$ cat config.mk
export PLATFORM = sky130hd
export DESIGN_NAME = alu_exec_unit_flat
export DESIGN_NICKNAME = d
export VERILOG_FILES = /design/src/rtl/alu_exec_unit_if.sv /design/src/rtl/alu_exec_unit.sv /design/src/flat_wrapper.sv
export SDC_FILE = /design/constraint.sdc
export NUM_CORES = 1
export LEC_CHECK = 0
export ABC_AREA = 0
export CAP_MARGIN = 20
export CORE_UTILIZATION = 25
export CTS_BUF_LIST = sky130_fd_sc_hd__clkbuf_4
export CTS_CLUSTER_DIAMETER = 60
export DETAILED_ROUTE_END_ITERATION = 7
export PLACE_DENSITY_LB_ADDON = 0.05
export SETUP_SLACK_MARGIN = 0.05
export SYNTH_ARGS = -nofsm -noshare
export SYNTH_HDL_FRONTEND = slang
export SYNTH_SLANG_ARGS = --single-unit
$ cat constraint.sdc
create_clock -name clk -period 5.1 [get_ports clk]
set_input_delay 1.53 -clock clk [delete_from_list [all_inputs] [get_ports clk]]
set_output_delay 1.53 -clock clk [all_outputs]
set_load 0.02 [all_outputs]
$ cat src/rtl/alu_exec_unit_if.sv
// Request/response bundle between register-read, the execute unit and writeback.
// The master drives requests and consumes results; the slave is the execute unit.
interface alu_exec_unit_if #(
  parameter int XLEN = 32
);
  logic            in_valid;
  logic            in_ready;
  logic [1:0]      alu_op;
  logic [2:0]      funct3;
  logic            funct7_5;
  logic [XLEN-1:0] op_a;
  logic [XLEN-1:0] op_b;
  logic            out_valid;
  logic            out_ready;
  logic [XLEN-1:0] result;
  logic            zero;
  logic            illegal;

  modport master (
    output in_valid, alu_op, funct3, funct7_5, op_a, op_b, out_ready,
    input  in_ready, out_valid, result, zero, illegal
  );

  modport slave (
    input  in_valid, alu_op, funct3, funct7_5, op_a, op_b, out_ready,
    output in_ready, out_valid, result, zero, illegal
  );
endinterface

$ cat src/rtl/alu_exec_unit.sv
// Multi-cycle execute unit: ALU-control decode plus datapath ALU behind valid/ready,
// with optional bit-serial shifting (one shift position per cycle).
module alu_exec_unit #(
  parameter int XLEN         = 32,
  parameter int SHIFT_SERIAL = 1
) (
  input logic           clk,
  input logic           rst_n,
  alu_exec_unit_if.slave bus
);
  localparam int SHW = $clog2(XLEN);

  typedef enum logic [1:0] {IDLE, SHIFT, DONE} state_t;
  typedef enum logic [3:0] {
    OP_ADD, OP_SUB, OP_SLL, OP_SLT, OP_SLTU, OP_XOR, OP_SRL, OP_SRA, OP_OR, OP_AND
  } aluOp_t;

  state_t          r_state;
  logic            r_inReady;
  logic            r_outValid;
  logic [XLEN-1:0] r_result;
  logic            r_illegal;
  logic            r_hasResult;
  logic [XLEN-1:0] r_shiftReg;
  logic [SHW-1:0]  r_count;
  aluOp_t          r_shiftOp;

  aluOp_t          w_op;
  logic            w_illegal;
  logic            w_isShift;
  logic            w_accept;
  logic [SHW-1:0]  w_shamt;
  logic [XLEN-1:0] w_aluResult;
  logic [XLEN-1:0] w_shiftStep;

  assign w_shamt  = bus.op_b[SHW-1:0];
  assign w_accept = bus.in_valid && r_inReady;
  assign w_isShift = (w_op == OP_SLL) || (w_op == OP_SRL) || (w_op == OP_SRA);

  // ALU control: alu_op selects add/sub directly or defers to funct3/funct7_5
  always_comb begin
    w_op      = OP_ADD;
    w_illegal = 1'b0;
    case (bus.alu_op)
      2'b00: w_op = OP_ADD;
      2'b01: w_op = OP_SUB;
      2'b10: begin
        case (bus.funct3)
          3'b000:  w_op = bus.funct7_5 ? OP_SUB : OP_ADD;
          3'b001:  w_op = OP_SLL;
          3'b010:  w_op = OP_SLT;
          3'b011:  w_op = OP_SLTU;
          3'b100:  w_op = OP_XOR;
          3'b101:  w_op = bus.funct7_5 ? OP_SRA : OP_SRL;
          3'b110:  w_op = OP_OR;
          default: w_op = OP_AND;
        endcase
        if (bus.funct7_5 && (bus.funct3 != 3'b000) && (bus.funct3 != 3'b101)) begin
          w_illegal = 1'b1;
        end
      end
      default: w_illegal = 1'b1;
    endcase
  end

  always_comb begin
    w_aluResult = '0;
    case (w_op)
      OP_ADD:  w_aluResult = bus.op_a + bus.op_b;
      OP_SUB:  w_aluResult = bus.op_a - bus.op_b;
      OP_SLL:  w_aluResult = bus.op_a << w_shamt;
      OP_SLT:  w_aluResult = {{(XLEN-1){1'b0}}, $signed(bus.op_a) < $signed(bus.op_b)};
      OP_SLTU: w_aluResult = {{(XLEN-1){1'b0}}, bus.op_a < bus.op_b};
      OP_XOR:  w_aluResult = bus.op_a ^ bus.op_b;
      OP_SRL:  w_aluResult = bus.op_a >> w_shamt;
      OP_SRA:  w_aluResult = $unsigned($signed(bus.op_a) >>> w_shamt);
      OP_OR:   w_aluResult = bus.op_a | bus.op_b;
      OP_AND:  w_aluResult = bus.op_a & bus.op_b;
      default: w_aluResult = '0;
    endcase
  end

  always_comb begin
    w_shiftStep = {1'b0, r_shiftReg[XLEN-1:1]};
    case (r_shiftOp)
      OP_SLL:  w_shiftStep = {r_shiftReg[XLEN-2:0], 1'b0};
      OP_SRA:  w_shiftStep = {r_shiftReg[XLEN-1], r_shiftReg[XLEN-1:1]};
      default: w_shiftStep = {1'b0, r_shiftReg[XLEN-1:1]};
    endcase
  end

  // Control FSM; in_ready stays low during reset and rises on the first clock after
  // release. A zero shift amount skips the SHIFT state since the ALU already yields op_a.
  always_ff @(posedge clk or negedge rst_n) begin
    if (!rst_n) begin
      r_state     <= IDLE;
      r_inReady   <= 1'b0;
      r_outValid  <= 1'b0;
      r_result    <= '0;
      r_illegal   <= 1'b0;
      r_hasResult <= 1'b0;
      r_shiftReg  <= '0;
      r_count     <= '0;
      r_shiftOp   <= OP_SRL;
    end else begin
      case (r_state)
        IDLE: begin
          r_inReady <= 1'b1;
          if (w_accept) begin
            r_inReady <= 1'b0;
            if (w_illegal) begin
              r_result    <= '0;
              r_illegal   <= 1'b1;
              r_hasResult <= 1'b1;
              r_outValid  <= 1'b1;
              r_state     <= DONE;
            end else if ((SHIFT_SERIAL != 0) && w_isShift && (w_shamt != '0)) begin
              r_shiftReg <= bus.op_a;
              r_count    <= w_shamt;
              r_shiftOp  <= w_op;
              r_state    <= SHIFT;
            end else begin
              r_result    <= w_aluResult;
              r_illegal   <= 1'b0;
              r_hasResult <= 1'b1;
              r_outValid  <= 1'b1;
              r_state     <= DONE;
            end
          end
        end
        SHIFT: begin
          r_shiftReg <= w_shiftStep;
          r_count    <= r_count - 1'b1;
          if (r_count == SHW'(1)) begin
            r_result    <= w_shiftStep;
            r_illegal   <= 1'b0;
            r_hasResult <= 1'b1;
            r_outValid  <= 1'b1;
            r_state     <= DONE;
          end
        end
        DONE: begin
          if (bus.out_ready) begin
            r_outValid <= 1'b0;
            r_inReady  <= 1'b1;
            r_state    <= IDLE;
          end
        end
        default: r_state <= IDLE;
      endcase
    end
  end

  assign bus.in_ready  = r_inReady;
  assign bus.out_valid = r_outValid;
  assign bus.result    = r_result;
  assign bus.illegal   = r_illegal;
  // zero is suppressed until a result exists so it reads 0 out of reset
  assign bus.zero      = r_hasResult && (r_result == '0);
endmodule
$ cat src/flat_wrapper.sv
// flat-port wrapper written by rule: the top's interface ports become plain ports
module alu_exec_unit_flat 
#(
  parameter int XLEN         = 32,
  parameter int SHIFT_SERIAL = 1
)
  (clk, rst_n, bus_in_valid, bus_alu_op, bus_funct3, bus_funct7_5, bus_op_a, bus_op_b, bus_out_ready, bus_in_ready, bus_out_valid, bus_result, bus_zero, bus_illegal);
  alu_exec_unit_if #(.XLEN(XLEN)) bus_i ();
  input logic clk;
  input logic rst_n;
  input wire logic [$bits(bus_i.in_valid)-1:0] bus_in_valid;
  input wire logic [$bits(bus_i.alu_op)-1:0] bus_alu_op;
  input wire logic [$bits(bus_i.funct3)-1:0] bus_funct3;
  input wire logic [$bits(bus_i.funct7_5)-1:0] bus_funct7_5;
  input wire logic [$bits(bus_i.op_a)-1:0] bus_op_a;
  input wire logic [$bits(bus_i.op_b)-1:0] bus_op_b;
  input wire logic [$bits(bus_i.out_ready)-1:0] bus_out_ready;
  output wire logic [$bits(bus_i.in_ready)-1:0] bus_in_ready;
  output wire logic [$bits(bus_i.out_valid)-1:0] bus_out_valid;
  output wire logic [$bits(bus_i.result)-1:0] bus_result;
  output wire logic [$bits(bus_i.zero)-1:0] bus_zero;
  output wire logic [$bits(bus_i.illegal)-1:0] bus_illegal;
  assign bus_i.in_valid = bus_in_valid;
  assign bus_i.alu_op = bus_alu_op;
  assign bus_i.funct3 = bus_funct3;
  assign bus_i.funct7_5 = bus_funct7_5;
  assign bus_i.op_a = bus_op_a;
  assign bus_i.op_b = bus_op_b;
  assign bus_i.out_ready = bus_out_ready;
  assign bus_in_ready = bus_i.in_ready;
  assign bus_out_valid = bus_i.out_valid;
  assign bus_result = bus_i.result;
  assign bus_zero = bus_i.zero;
  assign bus_illegal = bus_i.illegal;
  alu_exec_unit #(.XLEN(XLEN), .SHIFT_SERIAL(SHIFT_SERIAL)) u_core (.clk(clk), .rst_n(rst_n), .bus(bus_i));
endmodule
==> impl_metrics.ini <==
[yosys]
synthTopCellsByArea = dfrtp_1, ha_1, mux2i_1
synth_edf_count = 0
async_reset_ff_share_pct = 100.0
synth_top_family_by_area = compound AO/OA/AOI/OAI gates
syn_nets = 2004
yosys.cell_types.count = 96
netlist_area_um2 = 13170
synth_ff_type = dfrtp_1
synth_xor_area_share_pct = 1.330
synth_compound_area_share_pct = 30.95
synth_fa_ha_area_share_pct = 10.28
ys_ff_latch = 79
syn_inst = 1823
yosysWarnings = 0
yosys.area.top_type_share_pct = 14.63
synthMuxAreaShare_pct = 13.57
synth.avg_cell_area_um2 = 7.222
yosysSeqAreaShare_pct = 15.03
synthSimpleGateAreaFrac_pct = 20.80
synth_top_cell_by_area = dfrtp_1

[global_routing]
first_global_vias = 14990
grt_pass1_wl_um = 113700
grt_max_degree = 86
grt_overflow_total = 0
grt_use_total_pct = 29.86
antenna_found_initial = 3

[worst_setup_path]
cp.depth = 12
path_cells = clkdlybuf4s50_1 > inv_1 > ha_1 > nand2b_1 > a221oi_1 > o31a_1 > o21ai_0 > a21o_1 > nor4b_1 > nor3_1 > o21ai_0 > o211ai_1
cp_data_required_time_ns = 5.55
start_kind = primary input
reg2reg_depth = 8
crit_family = compound AO/OA/AOI/OAI gates
cp_max_fo = 4
slowest_delay_ns = 0.81
cp_data_arrival_time_ns = 5.31
slowest_stage = clkdlybuf4s50_1
critical_path_buf_inv_count = 2
crit_type = primary input to register
crit_top_cell = o21ai_0
critPathCaptureType = register

[drt]
drtIter0Drc = 1698
wirelength_um = 80650
drt_first_pass_iters = 6
vias = 15610
route.detailed.drc = 0
wl_per_cell_um = 29.63
ant_nets = 0
vias_per_cell = 5.735

[clock_tree]
cts_tree = built
cts-root-buf = clkbuf_4
htreeDepth = 3
cts_setup_buffers = 0
clock-sinks = 79
clk_path_buf_depth = 2
clkTransAtPathRegs_ns = 0.16
clkLatencyLatePin_ns = 0.57
cts_hold_buf = 0
post_cts_resized = 0
cts_made_buffers = 9

[cells_and_area]
layout.nets = 2215
postLayoutCellArea_um2 = 16440
final_common_cell = nand2_1
drive_gt1_share_pct = 16.33
syn2layout_area_growth_pct = 24.83
finalCoreUtilization_pct = 31.78
mostFrequentLayoutCells = nand2_1, buf_4, nor2_1

[floorplan]
dieArea_um2 = 53590
die_h_um = 231.5
coreArea_um2 = 51720
ios = 110
initial_utilization_pct = 25.46
rows = 83
die_w_um = 231.5

[place]
port_buffers = 109
place_ws_ns = -0.4343
place_congestion = 0.9858
dpl.hpwl_um = 65700
placed_cell_area_um2 = 16270

[timing]
slew_viol_final = 0
whs_ns = 0.4898
rsz0062_at_grt = no
clock_skew_ns = 0.02099
slew_headroom_pct = 34.89
fmax_mhz = 205.5
min_period_ns = 4.866
period_share_pct = 95.41
setup_viol = 0
finalHoldViolCount = 0
tightest_slew_ns = 0.9520
fin_ws_ns = 0.2340

[outcome]
status = finished clean

[min_path]
hold_class = register to register
holdPathStages = 1

[pwr]
ir_drop_mv = 0.1164
leakagePower_nw = 7.016
power_density_nw_per_um2 = 287.4

[job]
drv_cap = 0
[layout make-up]
class	instances	area, µm²
inverter	106	397.9
sequential	79	1979
multi-input combinational	1497	10160
timing repair buffer	341	2918
clock inverter	6	45.04
fill	5677	35280
clock buffer	10	75.07
tap	680	850.8
antenna	3	7.507
[kinds of logic after synthesis]
group	Yosys count
XOR/XNOR	20
flip-flops	79
multiplexers	144
AND/OR/NAND/NOR	602
adder cells (fa/ha/maj)	107
buffers and inverters	247
AO/OA/AOI/OAI	624
[layer usage]
| layer | GRT usage [%] | part of all wire, % | up-vias |
|---|---|---|---|
| met5 | 0 | 0 | - |
| met4 | 11.82 | 4.4 | 0 |
| met3 | 3.863 | 5.8 | 99 |
| met2 | 47.21 | 44 | 638 |
| met1 | 40.81 | 45 | 7732 |
| li1 | - | - | 7143 |
[Yosys cell counts, types with 12 or more instances]
library cell and n:
nand2_1 229, nor2_1 167, a21oi_1 158, o21ai_0 120
ha_1 105, inv_1 104, mux2i_1 96, dfrtp_1 77
clkbuf_1 73, buf_2 47, nand3_1 39, nor3_1 38
a211oi_1 36, a31oi_1 35, o21ai_1 31, o211ai_1 29
mux4_2 25, mux2_2 22, a21o_1 21, a221oi_1 21
nand2b_1 18, nor4_1 18, xnor2_1 17, a22oi_1 15
or3_1 15, and3_1 14, and2_1 13, nor2b_1 13
o221ai_1 13, o21bai_1 12, o22ai_1 12
[where the power goes]
group / internal (W) / switching (W) / total (W)
Clock: 0.000106 / 0.000311 / 0.000417
Sequential: 0.000908 / 0.000343 / 0.00125
Combinational: 0.00123 / 0.00182 / 0.00306
[metrics by stage]
step / instances / total power [W] / setup TNS (ns)
final: 2722 / 0.004724 / 0
after global routing: 2721 / 0.005024 / 0
after CTS: 2717 / 0.004712 / 0
after detailed placement: 2701 / 0.004278 / -0.8713
after global placement: 2701 / 0.004288 / -0.9196
after floorplan: 1823 / 0.002769 / 0
[flip-flops by register name, indices dropped and copies added (netlist names)]
name                  cells
u_core.r_count            5
u_core.bus.illegal        1
u_core.r_shiftOp          4
u_core.r_shiftReg        32
u_core.r_state            2
u_core.bus.result        32
u_core.r_hasResult        1
u_core.bus.in_ready       1
u_core.bus.out_valid      1
[path summary, 6_finish.rpt]
path | endpoint | slack [ns] | startpoint
min reg2reg | u_core.r_hasResult | 0.49 | u_core.r_hasResult
max | u_core.bus.result[0] | 0.23 | bus_op_a[17]
max reg2reg | u_core.bus.result[27] | 1.59 | u_core.r_shiftOp[1]
min | u_core.r_hasResult | 0.49 | u_core.r_hasResult
min in group asynchronous | u_core.bus.result[29] | 0.77 | rst_n
max in group asynchronous | u_core.r_shiftReg[6] | 3.69 | rst_n
Power figures use the tool's default switching activity.
